<file path="src/rtl/remote_answer_arbiter_pkg.sv">
// Shared types and helpers for the remote answer arbiter: FSM state encoding
// and the mapping between (player, choice) pairs and positions on the button bus.
package remote_pkg;

  localparam int MAX_PLAYERS = 8;
  localparam int MAX_CHOICES = 8;
  localparam int MAX_BTNS    = MAX_PLAYERS * MAX_CHOICES;
  localparam int IDX_W       = $clog2(MAX_BTNS);

  typedef enum logic [1:0] {
    IDLE,
    ARMED,
    LOCKED
  } state_t;

  typedef struct packed {
    logic [7:0] player;
    logic [7:0] choice;
  } answer_t;

  // Bus position of 0-based player p, choice c; player 1 choice 1 sits at the MSB.
  function automatic int btn_index(input int p, input int c,
                                   input int num_players, input int num_choices);
    return (num_players - 1 - p) * num_choices + (num_choices - 1 - c);
  endfunction

  function automatic answer_t onehot_decode(input logic [MAX_BTNS-1:0] vec,
                                            input int num_players,
                                            input int num_choices);
    answer_t ans;
    ans = '0;
    for (int p = 0; p < MAX_PLAYERS; p++) begin
      for (int c = 0; c < MAX_CHOICES; c++) begin
        if (p < num_players && c < num_choices) begin
          if (vec[IDX_W'(btn_index(p, c, num_players, num_choices))]) begin
            ans.player = 8'(p + 1);
            ans.choice = 8'(c + 1);
          end
        end
      end
    end
    return ans;
  endfunction

endpackage

</file>
<file path="src/rtl/remote_answer_arbiter_debounce.sv">
// One remote button: two-flop synchroniser followed by a stability-count debouncer.
// The output is active-high (1 = button held).
module answer_debounce #(
  parameter int DEBOUNCE_CYCLES = 4
) (
  input  logic clk,
  input  logic rst,
  input  logic btn_n,
  output logic active
);

  localparam int CNT_W = (DEBOUNCE_CYCLES > 1) ? $clog2(DEBOUNCE_CYCLES) : 1;
  localparam logic [CNT_W-1:0] CNT_LAST = CNT_W'(DEBOUNCE_CYCLES - 1);

  logic             sync_q1;
  logic             sync_q2;
  logic             stable_n;
  logic [CNT_W-1:0] cnt;

  always_ff @(posedge clk) begin
    if (rst) begin
      sync_q1 <= 1'b1;
      sync_q2 <= 1'b1;
    end else begin
      sync_q1 <= btn_n;
      sync_q2 <= sync_q1;
    end
  end

  // The accepted level flips on the cycle the mismatch count would reach DEBOUNCE_CYCLES.
  always_ff @(posedge clk) begin
    if (rst) begin
      stable_n <= 1'b1;
      cnt      <= '0;
    end else if (sync_q2 != stable_n) begin
      if (cnt == CNT_LAST) begin
        stable_n <= sync_q2;
        cnt      <= '0;
      end else begin
        cnt <= cnt + 1'b1;
      end
    end else begin
      cnt <= '0;
    end
  end

  assign active = ~stable_n;

endmodule

</file>
<file path="src/rtl/remote_answer_arbiter.sv">
// Debounces every remote button, grants the first clean single press of an armed
// round and holds the winning player/choice until the game controller clears it.
module remote_answer_arbiter
  import remote_pkg::*;
#(
  parameter int NUM_PLAYERS     = 2,
  parameter int NUM_CHOICES     = 4,
  parameter int DEBOUNCE_CYCLES = 4,
  parameter int TIMEOUT_CYCLES  = 0
) (
  input  logic                                 clk,
  input  logic                                 rst,
  input  logic [NUM_PLAYERS*NUM_CHOICES-1:0]   btn_n,
  input  logic                                 arm,
  input  logic                                 clear,
  output logic                                 ans_valid,
  output logic [$clog2(NUM_PLAYERS+1)-1:0]     ans_player,
  output logic [$clog2(NUM_CHOICES+1)-1:0]     ans_choice,
  output logic                                 armed,
  output logic                                 collision,
  output logic                                 timeout
);

  localparam int NUM_BTNS = NUM_PLAYERS * NUM_CHOICES;
  localparam int PW       = $clog2(NUM_PLAYERS + 1);
  localparam int CW       = $clog2(NUM_CHOICES + 1);
  localparam int TW       = (TIMEOUT_CYCLES > 1) ? $clog2(TIMEOUT_CYCLES) : 1;
  localparam bit TIMEOUT_EN = (TIMEOUT_CYCLES > 0);
  localparam logic [TW-1:0] TIMER_LAST = TW'((TIMEOUT_CYCLES > 0) ? TIMEOUT_CYCLES - 1 : 0);

  logic [NUM_BTNS-1:0] act;
  logic [NUM_BTNS-1:0] prev_act;
  state_t              state_q;
  state_t              state_d;
  logic [TW-1:0]       timer_q;
  logic [TW-1:0]       timer_d;
  logic                press_event;
  logic                act_onehot;
  answer_t             decoded;
  logic                capture;
  logic                collide;
  logic                expire;
  logic                ans_valid_d;
  logic [PW-1:0]       ans_player_d;
  logic [CW-1:0]       ans_choice_d;
  logic                armed_d;
  logic                collision_d;
  logic                timeout_d;

  for (genvar i = 0; i < NUM_BTNS; i++) begin : g_btn
    answer_debounce #(
      .DEBOUNCE_CYCLES(DEBOUNCE_CYCLES)
    ) u_debounce (
      .clk   (clk),
      .rst   (rst),
      .btn_n (btn_n[i]),
      .active(act[i])
    );
  end

  always_ff @(posedge clk) begin
    if (rst) begin
      prev_act <= '0;
    end else begin
      prev_act <= act;
    end
  end

  // A press only counts when the buttons were fully released the cycle before.
  assign press_event = (prev_act == '0) && (act != '0);
  assign act_onehot  = (act != '0) && ((act & (act - NUM_BTNS'(1))) == '0);
  assign decoded     = onehot_decode(MAX_BTNS'(act), NUM_PLAYERS, NUM_CHOICES);

  // A one-hot vector always decodes to a non-zero pair; the extra test rejects anything that does not.
  assign capture = (state_q == ARMED) && press_event && act_onehot &&
                   (decoded.player != '0) && (decoded.choice != '0);
  assign collide = (state_q == ARMED) && press_event && !act_onehot;
  assign expire  = TIMEOUT_EN && (state_q == ARMED) && (timer_q == TIMER_LAST) && !capture;

  always_ff @(posedge clk) begin
    if (rst) begin
      state_q    <= IDLE;
      timer_q    <= '0;
      ans_valid  <= 1'b0;
      ans_player <= '0;
      ans_choice <= '0;
      armed      <= 1'b0;
      collision  <= 1'b0;
      timeout    <= 1'b0;
    end else begin
      state_q    <= state_d;
      timer_q    <= timer_d;
      ans_valid  <= ans_valid_d;
      ans_player <= ans_player_d;
      ans_choice <= ans_choice_d;
      armed      <= armed_d;
      collision  <= collision_d;
      timeout    <= timeout_d;
    end
  end

  always_comb begin
    state_d = state_q;
    unique case (state_q)
      IDLE: begin
        if (arm && (act == '0)) begin
          state_d = ARMED;
        end
      end
      ARMED: begin
        if (capture) begin
          state_d = LOCKED;
        end else if (expire) begin
          state_d = IDLE;
        end
      end
      LOCKED: begin
        state_d = LOCKED;
      end
      default: begin
        state_d = IDLE;
      end
    endcase
    if (clear) begin
      state_d = IDLE;
    end
  end

  // clear wins over everything else on the same edge, including a capture.
  always_comb begin
    ans_valid_d  = ans_valid;
    ans_player_d = ans_player;
    ans_choice_d = ans_choice;
    armed_d      = (state_d == ARMED);
    collision_d  = 1'b0;
    timeout_d    = 1'b0;
    timer_d      = '0;
    if (clear) begin
      ans_valid_d  = 1'b0;
      ans_player_d = '0;
      ans_choice_d = '0;
    end else begin
      if (capture) begin
        ans_valid_d  = 1'b1;
        ans_player_d = PW'(decoded.player);
        ans_choice_d = CW'(decoded.choice);
      end
      collision_d = collide;
      timeout_d   = expire;
      if ((state_q == ARMED) && (state_d == ARMED)) begin
        timer_d = timer_q + 1'b1;
      end
    end
  end

endmodule

</file>
<file path="config.mk">
export PLATFORM = sky130hd
export DESIGN_NAME = remote_answer_arbiter
export DESIGN_NICKNAME = d
export VERILOG_FILES = /design/src/rtl/remote_answer_arbiter_pkg.sv /design/src/rtl/remote_answer_arbiter_debounce.sv /design/src/rtl/remote_answer_arbiter.sv
export SDC_FILE = /design/constraint.sdc
export NUM_CORES = 1
export LEC_CHECK = 0
export CAP_MARGIN = 20
export CORE_MARGIN = 2
export CORE_UTILIZATION = 50
export DETAILED_ROUTE_END_ITERATION = 8
export GPL_TIMING_DRIVEN = 0
export PLACE_DENSITY = 0.82
export SLEW_MARGIN = 20
export SYNTH_ARGS = -nofsm -noshare
export SYNTH_HDL_FRONTEND = slang
export SYNTH_SLANG_ARGS = --single-unit
</file>
<file path="constraint.sdc">
create_clock -name clk -period 1.8 [get_ports clk]
set_input_delay 0.27 -clock clk [delete_from_list [all_inputs] [get_ports clk]]
set_output_delay 0.27 -clock clk [all_outputs]
set_load 0.05 [all_outputs]
</file>
; Word-level counts from Yosys, hierarchy flattened
; Cells that the tools add are included.
[totals]
output_inout_bits = 9
register_bits = 58
elab_cells = 129
in_bits = 12
[classes]
n_eq_ne = 19
bitwise = 17
n_reduce_logical = 33
mux = 12
n_addsub = 9
[ops]
columns = cell, count
row1 = 16-bit two-way mux, 6
row2 = 8-bit logical NOT, 3
row3 = 8-bit nonzero test, 3
row4 = 3-bit OR reduction, 8
row5 = "2-bit equality test, second input constant", 9
row6 = 9-bit two-way mux, 2
row7 = "2-bit by 1-bit adder with 2-bit output, second input constant", 8
row8 = 1-bit NOT, 16
row9 = 2-bit AND reduction, 8
row10 = 8-bit AND, 1
row11 = 1-bit logical AND, 8
row12 = 1-bit != test, 8
row13 = "8-bit by 1-bit subtractor with 8-bit output, second input constant", 1
row14 = 2-bit two-way mux, 3
row15 = 2-bit case mux with 3 select lines, 1
row16 = "2-bit by 1-bit equality test with 1-bit output, second input constant", 2
row17 = 2-bit logical NOT, 1
row18 = 2-bit OR reduction, 1
row19 = 1-bit logical NOT, 1

; Longest topological paths before layout
[depth]
word_depth = 15
ltp_mapped = 6

; Cells and area by module
; Synthesis repeated with hierarchy kept, for this count alone.
[hier_totals]
cells_unflattened = 199
hier_area_um2 = 2157.1
[modules_own_cells]
columns = module, area_per_inst_um2, instances, seq_area_each_um2, cells_per_inst
row1 = answer_debounce, 173.9, 8, 100.1, 15
row2 = remote_answer_arbiter, 765.7, 1, 360.3, 79

; Worst setup path after synthesis
; Ideal clock, no wire load.
[synth_path]
path_type = reg-to-reg
from = reg g_btn[1].u_debounce.stable_n
to = reg ans_choice[0]
period_less_slack_ps = 1840
path_buffers = 1
path_slack_ps = -40
setup_time_ps = 72
path_stages_with_launch = 7
arrival_time_ps = 1768
path_cell_list = dfxtp_1 -> buf_6 -> nand2_2 -> o2bb2a_4 -> or4_4 -> nor3_4 -> mux2i_1
[synth_between]
elab_chain_cells = 8
elab_cells_between_ends = 15
classes_between = 1 x add/sub / 2 x mux / 2 x bitwise / 10 x reduce/logical
[synth_rtl]
columns = element, line_no
row1 = start: declaration, remote_answer_arbiter_debounce.sv:17  ; logic stable_n;
row2 = start signal: assignment, remote_answer_arbiter_debounce.sv:37  ; stable_n <= sync_q2;
row3 = 1-bit NOT, remote_answer_arbiter_debounce.sv:47  ; assign active = ~stable_n;
row4 = 8-bit by 1-bit subtractor with 8-bit output, remote_answer_arbiter.sv:71  ; assign act_onehot = (act != '0) && ((act & (act - NUM_BTNS'(1))) == '0);
row5 = 8-bit AND, remote_answer_arbiter.sv:71
row6 = 8-bit logical NOT, remote_answer_arbiter.sv:71
row7 = 1-bit logical AND, remote_answer_arbiter.sv:71
row8 = 1-bit logical AND (2 in a row), remote_answer_arbiter.sv:75  ; assign capture = (state_q == ARMED) && press_event && act_onehot &&
row9 = 1-bit logical AND, remote_answer_arbiter.sv:76  ; (decoded.player != '0) && (decoded.choice != '0);
row10 = end signal: assignment, remote_answer_arbiter.sv:95  ; ans_choice <= ans_choice_d;
row11 = end: declaration, remote_answer_arbiter.sv:18  ; output logic [$clog2(NUM_CHOICES+1)-1:0] ans_choice,
; Several ways; a longest one is shown, not always the timed one.
; A chain may end at the register's enable or synchronous reset.

; Worst setup path in the final report
[layout_path]
from = reg g_btn[0].u_debounce.stable_n
to = reg ans_choice[0]
[layout_between]
elab_chain_cells = 8
elab_cells_between_ends = 14
classes_between = 1 x add/sub / 1 x mux / 2 x bitwise / 10 x reduce/logical
[layout_rtl]
columns = element, line_no
row1 = start: declaration, remote_answer_arbiter_debounce.sv:17
row2 = start signal: assignment, remote_answer_arbiter_debounce.sv:37
row3 = 1-bit NOT, remote_answer_arbiter_debounce.sv:47
row4 = 8-bit by 1-bit subtractor with 8-bit output, remote_answer_arbiter.sv:71
row5 = 8-bit AND, remote_answer_arbiter.sv:71
row6 = 8-bit logical NOT, remote_answer_arbiter.sv:71
row7 = 1-bit logical AND, remote_answer_arbiter.sv:71
row8 = 1-bit logical AND (2 in a row), remote_answer_arbiter.sv:75
row9 = 1-bit logical AND, remote_answer_arbiter.sv:76
; Several ways; a longest one is shown, not always the timed one.

==> results.sh <==
export IMPL_cts_buffers=9
export IMPL_fin_crit_sh_pct=98.8
export IMPL_yosys_warnings=0
export IMPL_syn_nets=228
export IMPL_synth_top_area_cell="dfxtp_1"
export IMPL_power_density_nw_per_um2=922
export IMPL_crit_chain="and4_4 -> a21oi_2 -> or4_4 -> nor3_4 -> buf_6 -> mux2i_1"
export IMPL_clkSlewWorstSetupHoldPaths_ns=0.06
export IMPL_hold_class="reg2reg"
export IMPL_max_slew_margin_pct=60.1
export IMPL_critPathMaxStageDelay_ns=0.56
export IMPL_async_flop_share_pct=0
export IMPL_yosys_top_cells_area="dfxtp_1 54%, ha_1 4.6%, mux2i_1 4.6%"
export IMPL_drt_antenna_violating_nets=0
export IMPL_nFillCells=327
export IMPL_overflow=0
export IMPL_maxCapViolations=0
export IMPL_crit_fanout=5
export IMPL_worstSetupEndpointType="flip-flop"
export IMPL_cp_arrival_ns=2.04
export IMPL_clockRootBuffer="clkbuf_8"
export IMPL_antenna_found_initial=0
export IMPL_ys_seq_elements=58
export IMPL_grt_start_max_net_pins=11
export IMPL_vdd_ir_drop_worst_uv=662
export IMPL_synth_edf_count=0
export IMPL_postLayoutCellArea_um2=2690
export IMPL_fin_setup_tns_ns=0
export IMPL_cts_tree="yes"
export IMPL_drive_gt1_share_pct=24.7
export IMPL_cp_slowest_cell="or4_4"
export IMPL_max_freq_ghz=0.562
export IMPL_dr_pass1_iters=4
export IMPL_die_y_um=69.7
export IMPL_yosysUniqueCellTypes=39
export IMPL_slew_viol_final=0
export IMPL_synth_area_per_cell_um2=10.4
export IMPL_antenna_cells=0
export IMPL_period_minus_slack_ns=1.78
export IMPL_combPwrFrac_pct=3.8
export IMPL_io_buffer_count=19
export IMPL_leakage_nw=1.11
export IMPL_gp_congestion=0.771
export IMPL_post_place_ws_ns=-0.161
export IMPL_die_area_um2=4860
export IMPL_syn_inst=208
export IMPL_die_width_um=69.7
export IMPL_synthFlopType="dfxtp_1"
export IMPL_fin_ws_ns=0.0214
export IMPL_cts_buffer_depth=2
export IMPL_via_per_inst=4.81
export IMPL_fin_skew_ns=0.00398
export IMPL_final_cell_mix="52 x dfxtp_1, 26 x nor2_1, 19 x clkdlybuf4s50_1"
export IMPL_fp_row_count=23
export IMPL_grt_first_pass_wirelength_mm=5.88
export IMPL_share_seq_of_total_power_pct=53.1
export IMPL_synth_top_area_share_pct=53.7
export IMPL_vias=1447
export IMPL_tightest_slew_ns=0.597
export IMPL_design_power_total_w=0.00248
export IMPL_drt_initial_drc_count=24
export IMPL_area_delta_synth_final_pct=24.3
export IMPL_place_area_um2=2410
export IMPL_swShare_pct=20.8
export IMPL_synth_area_um2=2160
export IMPL_finalWirelength_mm=3.48
export IMPL_first_global_vias=1353
export IMPL_dpl_hpwl_mm=2.28
export IMPL_avgRoutedWirePerCell_um=11.6
export IMPL_regArea_um2=1180
export IMPL_p_int_w=0.00196
export IMPL_grt_use_total_pct=15.6
export IMPL_critPathKind="reg2reg"
export IMPL_insertion_delay_ns=0.33
export IMPL_drc_errors=0
export IMPL_nets=266
export IMPL_hold_viol=0
export IMPL_ios=21
export IMPL_crit_required_ns=2.06
export IMPL_netSwitchingPower_w=0.000515
export IMPL_synth_seq_area_share_pct=53.7
export IMPL_setup_violations_final=0
export IMPL_start_kind="flip-flop"
export IMPL_core_area_um2=4090
export IMPL_rsz0062_at_grt="yes"
export IMPL_clkSinkCount=58
export IMPL_status="finished clean"
export IMPL_mostFrequentLayoutCell="dfxtp_1"
export IMPL_initial_core_util_pct=52.9
export IMPL_p_clk_share_pct=43.1
export IMPL_h_tree_depth=3
export IMPL_multi_input_area_um2=897
export IMPL_hold_buffers=0
power by group through the flow:
stage / combinational [W] / clock (W) / sequential, W
floorplan: 0.0000514 / 0 / 0.00135
global placement: 0.0000924 / 0 / 0.00135
detailed placement: 0.0000939 / 0 / 0.00135
CTS: 0.0000945 / 0.00110 / 0.00132
global route: 0.000104 / 0.00116 / 0.00132
finish: 0.0000931 / 0.00107 / 0.00132
registers in the layout, summed over array words and instances (netlist names):
| register | count |
|---|---|
| g_btn.u_debounce.cnt | 16 |
| g_btn.u_debounce.stable_n | 8 |
| g_btn.u_debounce.sync_q1 | 8 |
| g_btn.u_debounce.sync_q2 | 8 |
| prev_act | 8 |
| ans_choice | 3 |
| ans_player | 2 |
| state_q | 2 |
| ans_valid | 1 |
| armed | 1 |
| collision | 1 |
synthesized netlist by cell type (all sizes together), types with 2 or more instances:
master	n
o21ai	4
xnor2	8
nor2	26
or2	16
buf	6
clkbuf	4
nand2b	2
mux2i	10
ha	8
nand3	2
nor4	5
a21oi	4
nand4b	2
nand2	16
o21a	3
or3	8
dfxtp	58
inv	11
o211ai	2
critical path: cells and delay by family, from the launching register on:
| kind | cells | cell delay (ns) |
|---|---|---|
| buffers and inverters | 1 | 0.15 |
| muxes | 1 | 0.17 |
| and+or+nand+nor | 3 | 0.96 |
| AOI/OAI and AO/OA | 1 | 0.04 |
| DFF | 1 | 0.38 |
metrics by stage:
| step | cells | util, % | hold slack (ns) |
|---|---|---|---|
| 6_report | 301 | 65.7 | 0.407 |
| 5_1_grt | 301 | 65.7 | 0.426 |
| 4_1_cts | 303 | 65.7 | 0.408 |
| 3_5_place_dp | 277 | 59.1 | 0.393 |
| 3_3_place_gp | 277 | 59.1 | 0.390 |
| 2_1_floorplan | 208 | - | 0.374 |
worst paths after layout:
kind	cells after the start	slack (ns)	startpoint	to
setup / recovery	6	0.02	g_btn[0].u_debounce.stable_n	ans_choice[0]
hold reg to reg	1	0.41	g_btn[2].u_debounce.sync_q1	g_btn[2].u_debounce.sync_q2
hold / removal	1	0.41	g_btn[2].u_debounce.sync_q1	g_btn[2].u_debounce.sync_q2
setup reg to reg	6	0.02	g_btn[0].u_debounce.stable_n	ans_choice[0]
layer usage:
| layer | vias up | global-route usage, % | share of wire [%] |
|---|---|---|---|
| li1 | 761 | - | - |
| met1 | 651 | 17.9 | 45 |
| met2 | 28 | 24.5 | 49 |
| met3 | 7 | 7.12 | 5.4 |
| met4 | 0 | 7.69 | 1.5 |
| met5 | - | 0 | 0 |
repair_timing:
| item | 4_1_cts | 5_1_grt |
|---|---|---|
| pin swaps | 3 | 4 |
| buffers inserted | 10 | 3 |
| setup endpoints to repair | 8 | 9 |
| resized for setup | 4 | 15 |
cell type report:
class                      count  share of cell area (%)
timing repair buffer          32                    11.1
tap                           50                    2.33
multi-input combinational    129                    33.4
inverter                      11                    1.54
clock buffer                  14                    6.43
sequential                    58                    43.8
clock inverter                 2                   0.373
buffer                         5                   0.979
cell families after synthesis:
kind of cell / synth area share (%)
other: 0.174
XOR/XNOR: 3.24
multiplexers: 4.63
adder cells (fa/ha/maj): 5.10
buffers and inverters: 5.73
flip-flops: 53.7
AO/OA/AOI/OAI: 6.02
AND/OR/NAND/NOR: 21.4
No activity file was read; power rests on OpenSTA's default activity.
